## src/rtl/rr_sel_arbiter_16_if.sv

```systemverilog
// Request/grant bundle between the requesters and the round-robin arbiter
// that steers the shared 16:1 select path.
interface rr_sel_arbiter_16_if #(
    parameter int N    = 16,
    parameter int SELW = 4
);
    logic [N-1:0]    req;
    logic            done;
    logic [SELW-1:0] sel;
    logic [N-1:0]    gnt;
    logic            gnt_valid;
    logic            timeout;

    modport master (
        output req, done,
        input  sel, gnt, gnt_valid, timeout
    );

    modport slave (
        input  req, done,
        output sel, gnt, gnt_valid, timeout
    );
endinterface

```

## src/rtl/rr_sel_arbiter_16.sv

```systemverilog
// Round-robin arbiter for the shared 16:1 select path: one grant at a time,
// held until done, requester drop, or MAX_HOLD expiry, then one idle cycle.
module rr_sel_arbiter_16 #(
    parameter int N        = 16,
    parameter int SELW     = 4,
    parameter int MAX_HOLD = 8
) (
    input  logic                clk,
    input  logic                rst,
    rr_sel_arbiter_16_if.slave  bus
);

    typedef enum logic [0:0] {IDLE, GRANT} state_t;

    state_t          state, state_nxt;
    logic [SELW-1:0] sel_q, sel_nxt;
    logic [N-1:0]    gnt_q, gnt_nxt;
    logic            vld_q, vld_nxt;
    logic            tmo_q, tmo_nxt;
    logic [7:0]      hold_cnt, hold_nxt;
    logic [SELW-1:0] last, last_nxt;

    logic            found;
    logic [SELW-1:0] winner;
    logic            rel_done, rel_drop, rel_exp;

    // Scan last+1, last+2, ... wrapping; the i==N step revisits last itself.
    function automatic logic [SELW:0] rr_pick(input logic [N-1:0] r,
                                              input logic [SELW-1:0] from);
        logic            hit;
        logic [SELW-1:0] idx;
        logic [SELW-1:0] pick;
        hit  = 1'b0;
        pick = '0;
        for (int i = 1; i <= N; i++) begin
            idx = from + SELW'(i);
            if (!hit && r[idx]) begin
                hit  = 1'b1;
                pick = idx;
            end
        end
        return {hit, pick};
    endfunction

    assign {found, winner} = rr_pick(bus.req, last);

    assign rel_done = bus.done;
    assign rel_drop = !bus.req[sel_q];
    assign rel_exp  = (hold_cnt == 8'(MAX_HOLD));

    always_comb begin
        state_nxt = state;
        sel_nxt   = sel_q;
        gnt_nxt   = gnt_q;
        vld_nxt   = vld_q;
        tmo_nxt   = 1'b0;
        hold_nxt  = hold_cnt;
        last_nxt  = last;
        case (state)
            IDLE: begin
                gnt_nxt = '0;
                vld_nxt = 1'b0;
                if (found) begin
                    sel_nxt   = winner;
                    gnt_nxt   = N'(1) << winner;
                    vld_nxt   = 1'b1;
                    last_nxt  = winner;
                    hold_nxt  = 8'd1;
                    state_nxt = GRANT;
                end
            end
            GRANT: begin
                if (rel_done || rel_drop || rel_exp) begin
                    gnt_nxt   = '0;
                    vld_nxt   = 1'b0;
                    hold_nxt  = 8'd0;
                    state_nxt = IDLE;
                    // Only a pure expiry is reported; done or a drop at the limit is a normal release.
                    tmo_nxt   = rel_exp && !rel_done && !rel_drop;
                end else begin
                    hold_nxt = hold_cnt + 8'd1;
                end
            end
            default: state_nxt = IDLE;
        endcase
    end

    always_ff @(posedge clk) begin
        if (rst) begin
            state    <= IDLE;
            sel_q    <= '0;
            gnt_q    <= '0;
            vld_q    <= 1'b0;
            tmo_q    <= 1'b0;
            hold_cnt <= 8'd0;
            last     <= SELW'(N - 1);
        end else begin
            state    <= state_nxt;
            sel_q    <= sel_nxt;
            gnt_q    <= gnt_nxt;
            vld_q    <= vld_nxt;
            tmo_q    <= tmo_nxt;
            hold_cnt <= hold_nxt;
            last     <= last_nxt;
        end
    end

    assign bus.sel       = sel_q;
    assign bus.gnt       = gnt_q;
    assign bus.gnt_valid = vld_q;
    assign bus.timeout   = tmo_q;

endmodule

```

## src/flat_wrapper.sv

```systemverilog
// flat-port wrapper written by rule: the top's interface ports become plain ports
module rr_sel_arbiter_16_flat 
#(
    parameter int N        = 16,
    parameter int SELW     = 4,
    parameter int MAX_HOLD = 8
)
  (clk, rst, bus_req, bus_done, bus_sel, bus_gnt, bus_gnt_valid, bus_timeout);
  rr_sel_arbiter_16_if #(.N(N), .SELW(SELW)) bus_i ();
  input  logic clk;
  input  logic rst;
  input wire logic [$bits(bus_i.req)-1:0] bus_req;
  input wire logic [$bits(bus_i.done)-1:0] bus_done;
  output wire logic [$bits(bus_i.sel)-1:0] bus_sel;
  output wire logic [$bits(bus_i.gnt)-1:0] bus_gnt;
  output wire logic [$bits(bus_i.gnt_valid)-1:0] bus_gnt_valid;
  output wire logic [$bits(bus_i.timeout)-1:0] bus_timeout;
  assign bus_i.req = bus_req;
  assign bus_i.done = bus_done;
  assign bus_sel = bus_i.sel;
  assign bus_gnt = bus_i.gnt;
  assign bus_gnt_valid = bus_i.gnt_valid;
  assign bus_timeout = bus_i.timeout;
  rr_sel_arbiter_16 #(.N(N), .SELW(SELW), .MAX_HOLD(MAX_HOLD)) u_core (.clk(clk), .rst(rst), .bus(bus_i));
endmodule
```

## config.mk

```make
export PLATFORM = sky130hd
export DESIGN_NAME = rr_sel_arbiter_16_flat
export DESIGN_NICKNAME = d
export VERILOG_FILES = /design/src/rtl/rr_sel_arbiter_16_if.sv /design/src/rtl/rr_sel_arbiter_16.sv /design/src/flat_wrapper.sv
export SDC_FILE = /design/constraint.sdc
export NUM_CORES = 1
export LEC_CHECK = 0
export CORE_ASPECT_RATIO = 1.2
export CORE_MARGIN = 5
export CORE_UTILIZATION = 50
export CTS_CLUSTER_SIZE = 20
export DETAILED_ROUTE_END_ITERATION = 12
export PLACE_DENSITY = 0.71
export RECOVER_POWER = 50
export SYNTH_ARGS = -nofsm -noshare
export SYNTH_HDL_FRONTEND = slang
export SYNTH_SLANG_ARGS = --single-unit
```

## constraint.sdc

```tcl
create_clock -name clk -period 6.4 [get_ports clk]
set_clock_uncertainty 0.2 [all_clocks]
set_input_delay 1.28 -clock clk [delete_from_list [all_inputs] [get_ports clk]]
set_output_delay 1.28 -clock clk [all_outputs]
set_load 0.05 [all_outputs]
```

# --- Yosys cells after proc, flatten, opt, wreduce, memory -nomap -nowiden ---
# Index checks and enable logic that the tools add are counted.
word_totals:
  ff_bits: 35
  input_bits: 19
  output_inout_bits: 22
  wordCells: 161
classes:
  addsub: 16
  order_cmp: 17
  eq_ne: 3
  shifts: 1
  n_mux: 77
  bitwise: 2
  reduce_logical: 38
ops:
  columns: ["op", "n"]
  rows:
  - ["4-bit by 5-bit less-than comparator with 1-bit output (second input constant)", 17]
  - ["1-bit binary-select mux with 4-bit select", 17]
  - ["4-bit two-way mux", 16]
  - ["1-bit two-way mux", 36]
  - ["4-bit adder (second input constant)", 8]
  - ["16-bit two-way mux", 2]
  - ["16-bit one-hot mux with 2 select lines", 1]
  - ["1-bit logical AND", 17]
  - ["1-bit logical NOT", 17]
  - ["4-bit by 3-bit adder with 4-bit output (second input constant)", 4]
  - ["8-bit two-way mux", 2]
  - ["8-bit one-hot mux with 2 select lines", 1]
  - ["1-bit by 4-bit << shifter with 16-bit output (first input constant)", 1]
  - ["4-bit by 2-bit adder with 4-bit output (second input constant)", 2]
  - ["8-bit by 1-bit adder with 8-bit output (second input constant)", 1]
  - ["8-bit by 4-bit == test with 1-bit output (second input constant)", 1]
  - ["4-bit by 1-bit adder with 4-bit output (second input constant)", 1]
  - ["1-bit one-hot mux with 2 select lines", 2]
  - ["3-bit OR reduction", 1]
  - ["1-bit logical OR", 2]
  - ["2-bit by 1-bit inequality test with 1-bit output (second input constant)", 1]
  - ["2-bit inequality test (second input constant)", 1]
  - ["1-bit NOT", 2]
  - ["2-bit AND reduction", 1]

# --- Logic depth before layout (Yosys ltp) ---
# Gate-level depths: netlist of the first run.
depth:
  depth_word: 52
  depth_mapped: 18

# --- Worst setup path after synthesis of the first run ---
# OpenSTA, ideal clock, no wires.
synth_timing:
  path_kind: "register to register"
  start: "reg u_core.last[1]"
  end: "reg u_core.gnt_q[12], in the netlist u_core.bus.gnt[12]"
  setup_ns: 0.083
  arrival_time_ns: 4.618
  required_ns: 6.117
  path_slack_ns: 1.500
  stages_incl_launch_ff: 17
  path_buffers: 6
  period_less_slack_ns: 4.900
  path_cell_list: "dfxtp_1 -> buf_6 -> clkbuf_8 -> inv_1 -> clkbuf_1 -> ha_1 -> clkbuf_1 -> clkbuf_1 -> mux4_2 -> mux4_2 -> nor3_4 -> nand3_2 -> or4_1 -> o211a_2 -> or3_1 -> buf_6 -> o31ai_4"
synth_via:
  elab_chain_len: 52
  elab_cells_between_ends: 112
  classes_between: "15 x add/sub; 1 x shift; 66 x mux; 30 x reduce/logical"
synth_lines:
  columns: ["element", "line", "rtl"]
  rows:
  - ["start: declaration", "rr_sel_arbiter_16.sv:21", "logic [SELW-1:0] last, last_nxt;"]
  - ["start signal: assignment", "rr_sel_arbiter_16.sv:96", "last <= SELW'(N - 1);"]
  - ["start signal: assignment", "rr_sel_arbiter_16.sv:104", "last <= last_nxt;"]
  - ["4-bit by 1-bit adder with 4-bit output", "rr_sel_arbiter_16.sv:36", "idx = from + SELW'(i);"]
  - ["1-bit binary-select mux with 4-bit select", "rr_sel_arbiter_16.sv:37", "if (!hit && r[idx]) begin"]
  - ["1-bit two-way mux (not written as such)", "rr_sel_arbiter_16.sv:37", null]
  - ["1-bit two-way mux", "rr_sel_arbiter_16.sv:37", null]
  - ["1-bit logical NOT", "rr_sel_arbiter_16.sv:37", null]
  - ["1-bit logical AND", "rr_sel_arbiter_16.sv:37", null]
  - ["1-bit two-way mux", "rr_sel_arbiter_16.sv:37", null]
  - ["1-bit logical NOT", "rr_sel_arbiter_16.sv:37", null]
  - ["[... 36 more ...]", null, null]
  - ["1-bit logical AND", "rr_sel_arbiter_16.sv:37", null]
  - ["1-bit two-way mux", "rr_sel_arbiter_16.sv:37", null]
  - ["1-bit logical NOT", "rr_sel_arbiter_16.sv:37", null]
  - ["1-bit logical AND", "rr_sel_arbiter_16.sv:37", null]
  - ["4-bit two-way mux", "rr_sel_arbiter_16.sv:37", null]
  - ["1-bit by 4-bit << shifter with 16-bit output", "rr_sel_arbiter_16.sv:65", "gnt_nxt = N'(1) << winner;"]
  - ["16-bit two-way mux *", "rr_sel_arbiter_16.sv:63", "if (found) begin"]
  - ["16-bit one-hot mux with 2 select lines *", "rr_sel_arbiter_16.sv:59", "case (state)"]
  - ["end signal: assignment", "rr_sel_arbiter_16.sv:100", "gnt_q <= gnt_nxt;"]
  - ["end: declaration", "rr_sel_arbiter_16.sv:17", "logic [N-1:0] gnt_q, gnt_nxt;"]
# Mark *: on every way between the ends. The rest lies on a longest branch, timed or not. The select of a mux whose other input is x is not followed.
# A chain may end at the register's enable or synchronous reset.

# --- Worst setup path in the final report of the first run ---
layout_timing:
  start: "in bus_req[15]"
  end: "reg u_core.gnt_q[6], in the netlist u_core.bus.gnt[6]"
layout_via:
  elab_chain_len: 51
  elab_cells_between_ends: 103
  classes_between: "1 x eq/ne; 1 x shift; 68 x mux; 33 x reduce/logical"
layout_lines:
  columns: ["element", "line", "rtl"]
  rows:
  - ["start: declaration", "flat_wrapper.sv:12", "input wire logic [$bits(bus_i.req)-1:0] bus_req;"]
  - ["1-bit binary-select mux with 4-bit select", "rr_sel_arbiter_16.sv:37", null]
  - ["1-bit two-way mux (not written as such)", "rr_sel_arbiter_16.sv:37", null]
  - ["1-bit two-way mux", "rr_sel_arbiter_16.sv:37", null]
  - ["1-bit logical NOT", "rr_sel_arbiter_16.sv:37", null]
  - ["1-bit logical AND", "rr_sel_arbiter_16.sv:37", null]
  - ["1-bit two-way mux", "rr_sel_arbiter_16.sv:37", null]
  - ["1-bit logical NOT", "rr_sel_arbiter_16.sv:37", null]
  - ["1-bit logical AND", "rr_sel_arbiter_16.sv:37", null]
  - ["[... 35 more ...]", null, null]
  - ["1-bit logical AND", "rr_sel_arbiter_16.sv:37", null]
  - ["1-bit two-way mux", "rr_sel_arbiter_16.sv:37", null]
  - ["1-bit logical NOT", "rr_sel_arbiter_16.sv:37", null]
  - ["1-bit logical AND", "rr_sel_arbiter_16.sv:37", null]
  - ["4-bit two-way mux", "rr_sel_arbiter_16.sv:37", null]
  - ["1-bit by 4-bit << shifter with 16-bit output", "rr_sel_arbiter_16.sv:65", null]
  - ["16-bit two-way mux", "rr_sel_arbiter_16.sv:63", null]
  - ["16-bit one-hot mux with 2 select lines", "rr_sel_arbiter_16.sv:59", null]
# Several ways; a longest one is shown, not always the timed one. The select of a mux whose other input is x is not followed.

==> out/results.ini, run 1 <==
[global_route]
antenna_found_initial = 0
grt_pass1_vias = 3889
grt_max_degree = 42
grt-ovfl-total = 0
grt_usage = 0.232
grt_first_pass_wirelength_um = 19900

[critical_path]
crit_path_end_kind = flop
cp.arrival_ns = 5.56
critPathRequiredTime_ns = 6.36
crit_type = in2reg
worst-path-max-fanout = 12
start_kind = input pin

[sta]
slew_headroom = 0.327
fin_setup_tns_ns = 0
rsz0062_at_grt = false
fin_crit_ns = 5.59
tightest_slew_ns = 1.01
hold_viol = 0
clock.fmax_ghz = 0.179
setup_viol = 0
period_share = 0.874
drv_slew = 0
worst_slack_ns = 0.807
whs_ns = 0.247

[synthesis]
synth_cells = 451
synth_edf_count = 0
netlist_area_mm2 = 0.00437
synth_seq_cells = 35
ys_types = 84
synth.yosys.seq_area_share = 0.160
synth_top_area_share = 0.180
syn_avg_cell_area_um2 = 9.69
syn_nets = 480
async_flop_share = 0
synth_top_area_cell = mux4_2
ys_warn_count = 0
ys.flop_type = dfxtp_1
synth_area_leaders = mux4_2, dfxtp_1, mux2i_1

[placed_design]
place_congestion = 1.00
hpwl_um = 9050
place_ws_ns = 0.940
port_buffers = 40

[die]
die_w_um = 95.3
die_y_um = 112
start_util = 0.510
ios = 41
die-area_mm2 = 0.0107
coreArea_mm2 = 0.00856
rows = 37

[clocking]
cts-resized-gates = 0
clock_latency_ns = 0.29
path_clk_slew_ns = 0.08
numCtsBuffers = 5
cts_buffer_depth = 2
h-tree-depth = 2
postCtsSetupRepairBufs = 0
root_buffer = clkbuf_8
hold_buffers = 0
cts.sinks = 35
tritoncts = built

[drt]
antenna_left = 0
drc_errors = 0
via_per_inst = 6.60
wl_um = 12000
wl_per_cell_um = 20.0
drt-pass1-iter-count = 5
via_count = 3942
drt_iter0_drc = 356

[final_layout]
areaGrowthSynthToFinish_pct = 10.2
final_common_cell = nand2_1
mostFrequentLayoutCells = nand2_1, mux4_2, dfxtp_1, a21oi_1
drive_above_1_share = 0.215
nets = 508
antenna_cells = 0

[worst_hold_path]
hp-class = reg2reg

[job]
drv_cap = 0

[run_status]
status = completed

==> worst paths after layout <==
kind                            slack, ns                  to  cells after the start          startpoint
worst min-delay path                 0.25  u_core.bus.gnt[14]                      2  u_core.bus.gnt[14]
worst max register to register       1.25   u_core.bus.gnt[6]                     12      u_core.last[1]
worst min register to register       0.25  u_core.bus.gnt[14]                      2  u_core.bus.gnt[14]
worst max-delay path                 0.81   u_core.bus.gnt[6]                     10         bus_req[15]
==> cell families (layout without fill, tap and decap cells) <==
group | count (synthesis) | after routing | share of synthesized area
and+or+nand+nor | 144 | 144 | 0.175
muxes | 82 | 82 | 0.313
xor gates and xnor gates | 12 | 12 | 0.0275
buffers and inverters | 40 | 69 | 0.0713
DFF | 35 | 35 | 0.160
adders and majority gates | 10 | 10 | 0.0286
AOI/OAI and AO/OA | 128 | 128 | 0.224
==> layout make-up <==
type | instances | area, um2
Fill cell | 767 | 3750
Clock buffer | 6 | 82.6
Clock inverter | 2 | 35.0
Sequential cell | 35 | 702
Tap cell | 117 | 146
Multi-Input combinational cell | 376 | 3340
Inverter | 13 | 48.8
Timing Repair Buffer | 48 | 457
==> Yosys cell counts (3+ instances only) <==
cell type,instances
and2_1,4
buf_2,4
or3_1,3
mux4_2,35
xnor2_1,7
o31ai_2,9
nor2_1,26
nor4_1,4
a21oi_1,30
nor2b_1,6
buf_6,8
o211ai_1,4
nand4_1,3
o31ai_1,11
inv_1,13
a211oi_1,7
clkbuf_8,6
xor2_1,3
ha_1,10
nor3_1,15
mux2_2,10
dfxtp_1,35
mux2_1,4
o21a_1,3
nand3b_1,4
nand2_1,50
mux2i_1,26
mux4_1,5
nand2b_1,5
o21bai_1,4
clkbuf_1,5
o21ai_0,19
nand3_1,5
a22oi_1,4
==> sequential cells by signal (all words and copies together), names as in the netlist <==
name                  cells
u_core.bus.sel            4
u_core.last               4
u_core.bus.gnt_valid      1
u_core.hold_cnt           8
u_core.bus.gnt           16
u_core.bus.timeout        1
u_core.state              1
==> metrics by stage <==
step	instances	area (um2)	util
finish	597	4810	0.562
CTS	597	4830	0.564
detailed placement	589	4720	0.551
global placement	589	4720	0.551
global route	597	4810	0.562
floorplan	451	4370	-
==> per-layer routing <==
| metal | track usage | vias to the layer above | part of all wire |
|---|---|---|---|
| met3 | 0.0295 | 40 | 0.065 |
| met4 | 0.0905 | 0 | 0.041 |
| met2 | 0.371 | 190 | 0.48 |
| li1 | - | 1835 | - |
| met1 | 0.316 | 1877 | 0.42 |
| met5 | 0 | - | 0 |
==> worst max-delay path, stage by stage <==
cell           delay (ns)
dlygate4sd3_1        0.65
mux4_1               0.65
mux4_2               0.58
nor4_1               0.66
nand4_1              0.17
clkbuf_1             0.34
or4_1                0.66
o31a_2               0.17
o21ai_2              0.30
o31ai_1              0.10
Power of run 1 is not shown: default switching activity piles up to over one toggle a cycle in this logic, so the estimate is an artifact.
==> run 2: changes to the inputs <==
--- a/config.mk
+++ b/config.mk
@@ -5,6 +5,7 @@
 export SDC_FILE = /design/constraint.sdc
 export NUM_CORES = 1
 export LEC_CHECK = 0
+export ABC_CLOCK_PERIOD_IN_PS = 6400
 export CORE_ASPECT_RATIO = 1.2
 export CORE_MARGIN = 5
 export CORE_UTILIZATION = 50
==> results of run 2 <==
Same layout as run 1: the final DEF is identical, and so are final timing and power.
Power of run 2 is left out for the same reason.
==> run 3: changes to the inputs <==
--- a/config.mk
+++ b/config.mk
@@ -8,10 +8,10 @@
 export ABC_CLOCK_PERIOD_IN_PS = 6400
 export CORE_ASPECT_RATIO = 1.2
 export CORE_MARGIN = 5
-export CORE_UTILIZATION = 50
+export CORE_UTILIZATION = 33
 export CTS_CLUSTER_SIZE = 20
 export DETAILED_ROUTE_END_ITERATION = 12
-export PLACE_DENSITY = 0.71
+export DONT_BUFFER_PORTS = 1
 export RECOVER_POWER = 50
 export SYNTH_ARGS = -nofsm -noshare
 export SYNTH_HDL_FRONTEND = slang
==> run 3 against run 2 <==
  * Die area grew 46%
  * Sequential cell count is the same
  * Non-clock buffer count shrank 40
  * Sequential share of layout area grew 0.91 points
  * Global-route usage decreased by 6.8 points
  * Critical path type is now reg2reg
  * Setup slack gained 0.26 ns
  * Final cell count is 1.8% higher
  * Cell area down 5.9%
  * First-iteration DRC count grew 24%
==> out/results.ini, run 3 (synthesized netlist as in run 1, its figures left out) <==
[sta]
drv_slew = 0
clock.fmax_ghz = 0.188
period_share = 0.833
fin_crit_ns = 5.33
hold_viol = 0
fin_setup_tns_ns = 0
rsz0062_at_grt = false
tightest_slew_ns = 0.999
slew_headroom = 0.332
setup_viol = 0

[drt]
antenna_left = 0
wl_um = 12800
drt-pass1-iter-count = 6
wl_per_cell_um = 21.1
via_count = 3811
via_per_inst = 6.27
drc_errors = 0
drt_iter0_drc = 440

[clocking]
cts-resized-gates = 0
hold_buffers = 0
clock_latency_ns = 0.28
tritoncts = built
postCtsSetupRepairBufs = 0
h-tree-depth = 2
cts.sinks = 35
path_clk_slew_ns = 0.05
root_buffer = clkbuf_16
cts_buffer_depth = 2
numCtsBuffers = 5

[job]
drv_cap = 0

[critical_path]
cp.arrival_ns = 5.33
slowest_delay_ns = 0.99
crit_chain = buf_4 > inv_1 > ha_1 > mux4_2 > mux2_1 > a221oi_2 > buf_4 > and2_0 > nand4_1 > o31ai_1 > nor4_1 > o21ai_0
crit_top_cell = buf_4
critPathRequiredTime_ns = 6.40
start_kind = flop
crit_path_end_kind = flop
crit_type = reg2reg
critPathSlowestCell = o31ai_1
worst-path-max-fanout = 26

[placed_design]
hpwl_um = 9710
place_congestion = 0.912
port_buffers = 0

[run_status]
status = completed

[global_route]
grt-ovfl-total = 0
antenna_found_initial = 0
grt_pass1_vias = 3589
grt_usage = 0.164
grt_max_degree = 42
grt_first_pass_wirelength_um = 20400

[final_layout]
final_common_cell = nand2_1
mostFrequentLayoutCells = nand2_1, mux4_2, dfxtp_1, a21oi_1
fill_cells = 1359
areaGrowthSynthToFinish_pct = 3.66
drive_above_1_share = 0.232
antenna_cells = 0
largest_reg_flops = 16
nets = 468

[die]
die-area_mm2 = 0.0157
die_w_um = 115
rows = 46
die_y_um = 136
start_util = 0.333
ios = 41
coreArea_mm2 = 0.0131

[worst_hold_path]
hp-class = reg2reg

run 3: path summary, 6_finish.rpt:
kind / start / endpoint / slack, ns / depth (start not counted)
min: u_core.hold_cnt[2] / u_core.hold_cnt[2] / 0.32 / 2
max reg2reg: u_core.last[2] / u_core.last[1] / 1.07 / 12
min reg2reg: u_core.hold_cnt[2] / u_core.hold_cnt[2] / 0.32 / 2
max: u_core.last[2] / u_core.last[1] / 1.07 / 12
run 3: metrics by stage:
step | cell area, um2 | utilization | instances | hold WS, ns | setup slack (ns)
2_1_floorplan | 4370 | - | 451 | 0.282 | 1.50
3_3_place_gp | 4380 | 0.334 | 600 | 0.297 | 1.39
3_5_place_dp | 4380 | 0.334 | 600 | 0.312 | 1.25
4_1_cts | 4540 | 0.346 | 608 | 0.322 | 1.24
5_1_grt | 4530 | 0.345 | 608 | 0.357 | 0.681
6_report | 4530 | 0.345 | 608 | 0.318 | 1.07
run 3: cell type report:
cell class | count | area [um2] | area share
inverter | 13 | 48.8 | 0.0108
multi-input combinational | 376 | 3350 | 0.740
tap | 168 | 210 | 0.0464
sequential | 35 | 702 | 0.155
timing repair buffer | 8 | 60.1 | 0.0133
clock buffer | 8 | 156 | 0.0345
run 3: worst max-delay path, delay by kind of cell, from the launching register on:
kind | cells | cell delay (ns)
buffers and inverters | 3 | 0.75
DFF | 1 | 0.30
and+or+nand+nor | 3 | 0.85
adders and majority gates | 1 | 0.76
muxes | 2 | 0.93
AOI/OAI and AO/OA | 3 | 1.44
run 3: metal layers:
| layer | track usage | wire, um |
|---|---|---|
| met1 | 0.211 | 5230 |
| met2 | 0.271 | 6200 |
| met3 | 0.0383 | 959 |
| met4 | 0.0535 | 420 |
| met5 | 0 | 0 |
Power of run 3 is left out for the same reason.
